==> src/rtl/fetch_pkg.sv <==
// Shared definitions for the instruction fetch slice: FSM states, reset PC
// default and instruction field bounds.
package fetch_pkg;

    localparam int INSTR_W = 32;

    localparam logic [31:0] RESET_PC_DEFAULT = 32'h0000_0000;

    localparam int OPC_MSB = 31;
    localparam int OPC_LSB = 26;

    typedef enum logic [1:0] {
        S_IDLE  = 2'd0,
        S_FETCH = 2'd1,
        S_DROP  = 2'd2
    } fetchState_t;

    // Instruction addresses are always word aligned.
    function automatic logic [31:0] wordAlign(input logic [31:0] addr);
        return {addr[31:2], 2'b00};
    endfunction

endpackage

==> src/rtl/if_id_reg.sv <==
// IF/ID pipeline register: holds the fetched instruction and its PC+4.
// A flush wins over a capture, and a capture wins over hold/drain.
module if_id_reg
    import fetch_pkg::*;
(
    input  logic               clk_i,
    input  logic               rst_i,
    input  logic               capture,
    input  logic               flush,
    input  logic               hold,
    input  logic [INSTR_W-1:0] instrIn,
    input  logic [31:0]        pcPlus4In,
    output logic [INSTR_W-1:0] instr,
    output logic [31:0]        pcPlus4,
    output logic               valid
);

    // Load on capture, drop the valid flag on flush or when decode consumed it.
    always_ff @(posedge clk_i) begin
        if (rst_i) begin
            instr   <= '0;
            pcPlus4 <= '0;
            valid   <= 1'b0;
        end else if (flush) begin
            valid   <= 1'b0;
        end else if (capture) begin
            instr   <= instrIn;
            pcPlus4 <= pcPlus4In;
            valid   <= 1'b1;
        end else if (valid && !hold) begin
            valid   <= 1'b0;
        end
    end

endmodule

==> src/rtl/fetch_unit.sv <==
// Instruction fetch unit: owns the PC and the request FSM, feeds the IF/ID
// register. A redirect during an outstanding read parks the FSM in S_DROP
// until the stale read completes, so the memory only ever sees one
// transaction at a time.
//
//   state   | meaning
//   --------+------------------------------------------------------------
//   S_IDLE  | one-cycle post-reset bubble, no request
//   S_FETCH | requesting at PC unless a live instruction is being stalled
//   S_DROP  | waiting out a read issued before a redirect; data discarded
module fetch_unit
    import fetch_pkg::*;
#(
    parameter logic [31:0] RESET_PC = RESET_PC_DEFAULT
)
(
    input  logic               clk_i,
    input  logic               rst_i,
    output logic               imemReq_o,
    output logic [31:0]        imemAddr_o,
    input  logic [INSTR_W-1:0] imemRdata_i,
    input  logic               imemValid_i,
    input  logic               stall_i,
    input  logic               redirect_i,
    input  logic [31:0]        redirectPc_i,
    output logic [INSTR_W-1:0] instr_o,
    output logic [5:0]         opcode_o,
    output logic [31:0]        pcPlus4_o,
    output logic               valid_o
);

    fetchState_t state;
    logic [31:0] pc;
    logic [31:0] dropAddr;
    logic [31:0] redirectTarget;
    logic        capture;
    logic        unusedRedirectLsbs;

    assign redirectTarget     = wordAlign(redirectPc_i);
    assign unusedRedirectLsbs = ^redirectPc_i[1:0];

    assign imemReq_o  = (state == S_DROP) || ((state == S_FETCH) && !(valid_o && stall_i));
    assign imemAddr_o = (state == S_DROP) ? dropAddr : pc;
    assign capture    = (state == S_FETCH) && imemReq_o && imemValid_i && !redirect_i;
    assign opcode_o   = instr_o[OPC_MSB:OPC_LSB];

    // PC and request FSM; a redirect always overrides capture and stall.
    always_ff @(posedge clk_i) begin
        if (rst_i) begin
            state    <= S_IDLE;
            pc       <= wordAlign(RESET_PC);
            dropAddr <= '0;
        end else begin
            case (state)
                S_IDLE: begin
                    state <= S_FETCH;
                    if (redirect_i) pc <= redirectTarget;
                end
                S_FETCH: begin
                    if (redirect_i) begin
                        pc <= redirectTarget;
                        if (imemReq_o && !imemValid_i) begin
                            state    <= S_DROP;
                            dropAddr <= pc;
                        end
                    end else if (capture) begin
                        pc <= pc + 32'd4;
                    end
                end
                S_DROP: begin
                    if (redirect_i) pc <= redirectTarget;
                    if (imemValid_i) state <= S_FETCH;
                end
                default: state <= S_IDLE;
            endcase
        end
    end

    if_id_reg uIfId (
        .clk_i     (clk_i),
        .rst_i     (rst_i),
        .capture   (capture),
        .flush     (redirect_i),
        .hold      (stall_i),
        .instrIn   (imemRdata_i),
        .pcPlus4In (pc + 32'd4),
        .instr     (instr_o),
        .pcPlus4   (pcPlus4_o),
        .valid     (valid_o)
    );

endmodule

==> config.mk <==
export PLATFORM = sky130hd
export DESIGN_NAME = fetch_unit
export DESIGN_NICKNAME = d
export VERILOG_FILES = /design/src/rtl/fetch_pkg.sv /design/src/rtl/if_id_reg.sv /design/src/rtl/fetch_unit.sv
export SDC_FILE = /design/constraint.sdc
export NUM_CORES = 1
export LEC_CHECK = 0
export ABC_AREA = 1
export CAP_MARGIN = 20
export CELL_PAD_IN_SITES_DETAIL_PLACEMENT = 1
export CELL_PAD_IN_SITES_GLOBAL_PLACEMENT = 2
export CORE_MARGIN = 2
export CORE_UTILIZATION = 25
export DETAILED_ROUTE_END_ITERATION = 7
export GPL_ROUTABILITY_DRIVEN = 0
export PLACE_DENSITY_LB_ADDON = 0.08
export SYNTH_ARGS = -nofsm -noshare
export SYNTH_HDL_FRONTEND = slang
export SYNTH_SLANG_ARGS = --single-unit
==> constraint.sdc <==
create_clock -name clk_i -period 2.2 [get_ports clk_i]
set_clock_uncertainty 0.05 [all_clocks]
set_input_delay 0.66 -clock clk_i [delete_from_list [all_inputs] [get_ports clk_i]]
set_output_delay 0.66 -clock clk_i [all_outputs]
set_load 0.05 [all_outputs]
# Word-level counts from Yosys, hierarchy flattened
# Cells that the tools add are included.
[classes]
mux = 11
reduce_logical = 21
n_addsub = 1
eq_ne = 7
bitwise_logic = 1
[ops]
columns = ["op", "n"]
rows = [
  ["two-way mux 32 bit", 4],
  ["case mux 32 bit (2 select lines)", 1],
  ["adder 32 x 3 -> 32 bit, second input constant", 1],
  ["AND reduction 3 bit", 3],
  ["logical AND 1 bit", 7],
  ["two-way mux 2 bit", 3],
  ["case mux 2 bit (3 select lines)", 1],
  ["logical NOT 1 bit", 4],
  ["inequality test 2 x 1 -> 1 bit, second input constant", 2],
  ["inequality test 2 bit, second input constant", 2],
  ["nonzero test 2 bit", 2],
  ["OR reduction 2 bit", 2],
  ["inequality test 3 bit, second input constant", 1],
  ["== test 2 x 1 -> 1 bit, second input constant", 1],
  ["== test 2 bit, second input constant", 1],
  ["logical NOT 2 bit", 1],
  ["two-way mux 1 bit", 2],
  ["AND reduction 2 bit", 1],
  ["logical OR 1 bit", 1],
  ["NOT 1 bit", 1],
]
[totals]
ff_bits = 131
output_inout_bits = 104
elab_cells = 47

# Depth between registers and ports, before layout
# Gate-level depths: netlist (run 1).
[depth]
ltp_word = 10
ltp_mapped = 11

# By module
# Synthesis (run 1) repeated with hierarchy kept, for this count alone.
[hier_totals]
cells_unflattened = 1027
area_unflattened_um2 = 6832.8
[modules_own_cells]
columns = ["module", "instances", "area_per_inst_um2", "cells_each"]
rows = [
  ["fetch_unit", 1, 3776.1, 607],
  ["if_id_reg", 1, 3056.7, 420],
]

# Worst setup path before layout (run 1)
# OpenSTA, ideal clock, no wires.
[synth_path]
path_type = "reg2out"
from = "register state[0]"
to = "output port imemAddr_o[29]"
stages_incl_launch_ff = 4
arrival_ns = 1.781
required_ns = 1.490
slack_ns = -0.291
path_cell_list = "dfxtp_1 > nor2_2 > clkbuf_1 > o21ai_0"
[synth_via]
elab_chain_cells = 2
[synth_lines]
columns = ["element", "line", "text"]
rows = [
  ["from (decl)", "fetch_unit.sv:32", "fetchState_t state;"],
  ["from (signal assigned)", "fetch_unit.sv:50", "state <= S_IDLE;"],
  ["from (signal assigned)", "fetch_unit.sv:56", "state <= S_FETCH;"],
  ["from (signal assigned)", "fetch_unit.sv:63", "state <= S_DROP;"],
  ["== test 2 bit", "fetch_unit.sv:43", "assign imemAddr_o = (state == S_DROP) ? dropAddr : pc;"],
  ["two-way mux 32 bit", "fetch_unit.sv:43", ""],
  ["to (decl)", "fetch_unit.sv:20", "output logic [31:0] imemAddr_o,"],
]
# No other way between the ends.

# Worst setup path after layout (run 1)
[layout_path]
from = "register state[1]"
to = "output port imemAddr_o[5]"
# The elaborated chain is that of the path after synthesis.

==> results of run 1 <==
flip-flops by register name, summed over array words and instances, names as in the netlist:
signal,cells
uIfId.instr,32
dropAddr,30
uIfId.pcPlus4,30
pc,30
state,2
uIfId.valid,1
area by class of cell:
class | instances | area [µm²] | share of cell area
inverter | 57 | 219 | 0.0238
multi-input combinational | 617 | 3110 | 0.338
timing repair buffer | 215 | 2370 | 0.258
tap | 319 | 399 | 0.0435
clock buffer | 18 | 439 | 0.0478
clock inverter | 13 | 141 | 0.0154
sequential | 125 | 2500 | 0.273
metrics by stage:
stage	instances	hold WS (ps)
floorplan	856	405
global placement	1325	410
detailed placement	1325	415
CTS	1363	439
global route	1364	456
finish	1364	434
power groups by stage:
stage                     Clock [mW]  Combinational (mW)  Sequential, mW
after CTS                       2.92                1.61            2.53
after detailed placement           0                1.54            2.58
after global placement             0                1.53            2.58
final                           2.83                1.60            2.53
after global routing            3.00                1.72            2.55
after floorplan                    0               0.659            2.75
what timing repair did:
action	4_1_cts	5_1_grt
gates resized for setup	85	14
cloned	4	0
endpoints found under the setup margin	44	31
setup buffers	3	1
hold buffers	0	0
pin swaps	1	1
routing by layer:
layer	vias up	share of wire	global-route usage
met4	0	0.0093	0.0446
li1	3108	-	-
met2	135	0.48	0.313
met3	15	0.062	0.0603
met1	2877	0.45	0.231
met5	-	0	0
synth_stat cells (all sizes together):
cell,instances
nor3,1
clkbuf,23
o211ai,1
nand3,16
a211oi,1
conb,1
clkinv,1
nor2,146
dfxtp,125
inv,56
or2,4
o21a,19
xnor2,2
o21ai,145
nand2,179
ha,1
mux2i,1
nand3b,2
buf,34
xor2,11
a21oi,84
cell families (layout without fill, tap and decap cells):
logic type,after synthesis,in the layout
muxes,1,1
DFF,125,125
adders and majority gates,1,1
other,1,4
buffers and inverters,114,303
xor gates and xnor gates,13,13
AOI/OAI and AO/OA,250,250
and+or+nand+nor,348,348
worst max-delay path by stage:
| stage | startpoint | to | slack, ps | depth (start not counted) |
|---|---|---|---|---|
| final | state[1] | imemAddr_o[5] | -90 | 7 |
| after global routing | state[1] | imemAddr_o[23] | -170 | 7 |
| after CTS | state[1] | imemAddr_o[17] | -140 | 7 |
| after detailed placement | stall_i | pc[29] | -100 | 10 |
| after global placement | stall_i | pc[9] | -60 | 11 |
| after floorplan | state[0] | imemAddr_o[29] | -290 | 3 |
tightest hold or removal path, cell delays in order, from the launching register on:
cell	delay, ps
dfxtp_1	320
nor2_1	50
nor2_1	80
==> flow_summary.ini, run 1 <==
[worst_setup_path]
path_buf_inv = 4
path_delay_family = buffers and inverters
arrival_ps = 1580
cpMaxStageDelayCell = dfxtp_2
startpoint_type = flop
rrSetupSlack_ps = 350
path_cells = inv_2, nor2_4, buf_12, buf_12, nand2_1, o21ai_4, buf_12
crit_type = reg -> out
r2r_end = uIfId.pcPlus4[20]
crit_path_end_kind = output pin
reg2reg_depth = 8
worst_path_largest_cell_delay_ps = 330
crit_top_cell = buf_12
crit_required_ps = 1490
crit_fanout = 9
r2r-start = pc[2]

[global_route]
grt_max_degree = 57
grtUsageTotal = 0.186
grt_overflow = 0
grt_pass1_vias = 6377
antenna_found_initial = 0
grt_pass1_wl_um = 35000

[synthesis]
syn_area_um2 = 5870
ys_ff_latch = 125
yosys-mux-area-fraction = 0.00171
yosys_warnings = 0
synth-adder-area-share = 0.00213
synth_top_area_cell = dfxtp_1
synth_top_family_by_area = simple AND/OR/NAND/NOR gates
ys_seq_area_frac = 0.426
synth_top_area_frac = 0.426
synth-compound-area-share = 0.222
synth-xor-area-share = 0.0194
synth.distinct_cells = 30
syn_area_per_cell_um2 = 6.88
syn_inst = 853
yosys.area_share.simple = 0.238
yosys-top-cells-area = dfxtp_1 43%, o21ai_0 11%, nand2_1 11%, nor2_1 8.8%, a21oi_1 7.2%

[placement]
dp_slack_ps = -95.1
place_area_um2 = 8150
dpl.hpwl_um = 16100
portBuffers = 166

[timing]
setup_ws_ps = -94.2
rsz0062_at_grt = yes
fin_crit_sh = 1.04
slew_viol_final = 0
fin_setup_tns_ps = -1860
max_freq_ghz = 0.436
setup_viol = 31
finalHoldViolations = 0
finalCriticalPeriod_ps = 2290

[die]
num_io_pins = 173
dieArea_um2 = 24700
die_h_um = 157
start_util = 0.252
rows = 56
core_um2 = 23300
die_w_um = 157

[min_path]
hold_class = reg -> reg
hold_path_end = dropAddr[6]
holdPathStages = 2
min_from = dropAddr[6]

[routing]
dr.pass1.iters = 5
viasPerCell = 4.50
drt-initial-drc-count = 196
antenna_left = 0
drc = 0
wire_per_inst_um = 16.4
wirelength_um = 22400
via_count = 6135

[job]
max_cap_violations = 0

[power]
power_switching_share = 0.319
internal_power_mw = 4.74
switching_power_mw = 2.22
power_leakage_nw = 3.95
vdd_drop_max_uv = 446
clkPwrFrac = 0.407
comb_power_share = 0.229
p_per_area_nw_per_um2 = 758
seq_power_share = 0.364
total_power_mw = 6.96

[cells_and_area]
fill_cells = 2858
drive_gt1_frac = 0.227
final_area_um2 = 9180
layout_commonest_cell = nand2_1
antenna_cells = 0
area_growth_syn_to_layout_pct = 56.5
nNetsFinal = 1103
final_core_util = 0.395
mostFrequentLayoutCells = 154 x nand2_1, 137 x nor2_1, 124 x dfxtp_1

[run_status]
status = finished, violations left
violations = setup timing

[clock_network]
htree_levels = 4
clk_pin_slew_ps = 60
cts_root_buffer = clkbuf_16
cts_buffers = 17
cts_tree = yes
numClockSinks = 125
clock_path_buffers = 2
insertion_delay_ps = 420
(Power assumes the default switching activity.)
==> run 2: changes to the inputs <==
==> constraint.sdc (replaced) <==
create_clock -name clk_i -period 2.2 [get_ports clk_i]
set_clock_uncertainty 0.05 [all_clocks]
set_input_delay 0.44 -clock clk_i [delete_from_list [all_inputs] [get_ports clk_i]]
set_output_delay 0.44 -clock clk_i [all_outputs]
set_load 0.05 [all_outputs]
==> flow_summary.ini, run 2 (same netlist as run 1, synthesis figures left out) <==
[global_route]
grt_max_degree = 50
grt_pass1_wl_um = 34400
grt_overflow = 0
antenna_found_initial = 1
grtUsageTotal = 0.182
grt_pass1_vias = 6253

[worst_setup_path]
path_buf_inv = 2
startpoint_type = flop
arrival_ps = 1630
crit_path_end_kind = output pin
worst_path_largest_cell_delay_ps = 370
path_delay_family = buffers and inverters
path_cells = nor2_4, buf_12, nand2_1, o21ai_1, buf_12
crit_required_ps = 1710
rrSetupSlack_ps = 260
cpMaxStageDelayCell = dfxtp_1
crit_type = reg -> out
crit_fanout = 27
crit_top_cell = buf_12

[timing]
fin_crit_sh = 0.965
rsz0062_at_grt = yes
relSlewSlack = 0.633
worst_slew_pin_slew_ps = 549
slew_viol_final = 0
holdWs_ps = 420
finalHoldViolations = 0
setup_viol = 0
max_freq_ghz = 0.471
setup_ws_ps = 76.2
finalCriticalPeriod_ps = 2120

[power]
p_per_area_nw_per_um2 = 787
vdd_drop_max_uv = 452
total_power_mw = 6.92
power_leakage_nw = 3.52

[cells_and_area]
drive_gt1_frac = 0.117
nNetsFinal = 1080
largest_reg_flops = 32
area_growth_syn_to_layout_pct = 49.8
antenna_cells = 0
stdcell_count = 1342
layout_commonest_cell = nand2_1
fill_cells = 2858
mostFrequentLayoutCells = 173 x nand2_1, 137 x nor2_1, 135 x clkdlybuf4s50_1
final_core_util = 0.378
largest_register = uIfId.instr

[clock_network]
cts_tree = yes
clk_pin_slew_ps = 60
cts_root_buffer = clkbuf_16
numClockSinks = 125
htree_levels = 4
cts_buffers = 17
clock_path_buffers = 2
insertion_delay_ps = 420
hold_buffers = 0

[routing]
wire_per_inst_um = 16.1
viasPerCell = 4.47
drt-initial-drc-count = 236
dr.pass1.iters = 4
antenna_left = 0
wirelength_um = 21600
drc = 0
via_count = 5997

[die]
die_w_um = 157
rows = 56
dieArea_um2 = 24700
core_um2 = 23300
start_util = 0.252
num_io_pins = 173
die_h_um = 157

[placement]
dpl.hpwl_um = 15800
placedCellCount = 1309
portBuffers = 166
dp_slack_ps = 66.7

[run_status]
status = finished clean

[job]
max_cap_violations = 0

[min_path]
hold_class = reg -> reg
==> run 2: cell types whose count changed in the layout (fill, tap and decap cells not counted), moves of 3 or more <==
cell,previous run,this run
nand2_2,22,6
nand2_4,3,0
buf_4,88,23
o21ai_4,14,0
dlygate4sd2_1,13,0
buf_12,37,33
o21ai_2,8,3
clkdlybuf4s50_1,66,135
nand2_1,154,173
buf_16,4,0
buf_6,5,1
o21ai_1,11,30
==> run 2: power by group <==
| part | switching, mW | internal, mW | leakage (nW) | total, mW |
|---|---|---|---|---|
| Sequential | 0.125 | 2.41 | 1.02 | 2.53 |
| Combinational | 0.921 | 0.584 | 2.21 | 1.51 |
| Clock | 1.16 | 1.72 | 0.284 | 2.88 |
==> run 2: area by class of cell <==
class                   instances  area (µm²)  share of cell area
inverters                      57         226              0.0258
clock buffers                  18         439              0.0500
flip-flops and latches        125        2500               0.285
multi-input cells             617        2870               0.326
well taps                     319         399              0.0454
clock inverters                14         158              0.0179
repair buffers                192        2200               0.250
==> run 2: path summary, 6_finish.rpt <==
check,from,cells after the start,endpoint
worst max-delay path,state[0],5,imemAddr_o[28]
worst min-delay path,uIfId.pcPlus4[6],2,uIfId.pcPlus4[6]
worst max register to register,pc[2],8,pc[18]
worst min register to register,uIfId.pcPlus4[6],2,uIfId.pcPlus4[6]
==> run 2: timing repair <==
action | 4_1_cts | 5_1_grt
gates resized for setup | 12 | 5
buffers inserted | 1 | 0
setup endpoints to repair | 16 | 29
cloned | 1 | 0
pin swaps | 1 | 1
==> run 2: worst min-delay path: stages, from the launching register on <==
cell	delay, ps
dfxtp_1	310
nand2_1	60
a21oi_1	50
==> run 2: routing by layer <==
layer	vias to the layer above	track usage	part of all wire
li1	3063	-	-
met4	2	0.0563	0.017
met3	23	0.0581	0.065
met1	2772	0.224	0.45
met5	-	0	0.00060
met2	137	0.300	0.47
==> run 2: per-stage QoR <==
step | setup TNS (ps) | area, µm²
after floorplan | -553 | 5880
after global placement | 0 | 8150
after detailed placement | 0 | 8150
after CTS | -119 | 8810
after global routing | -15.0 | 8790
final | 0 | 8790
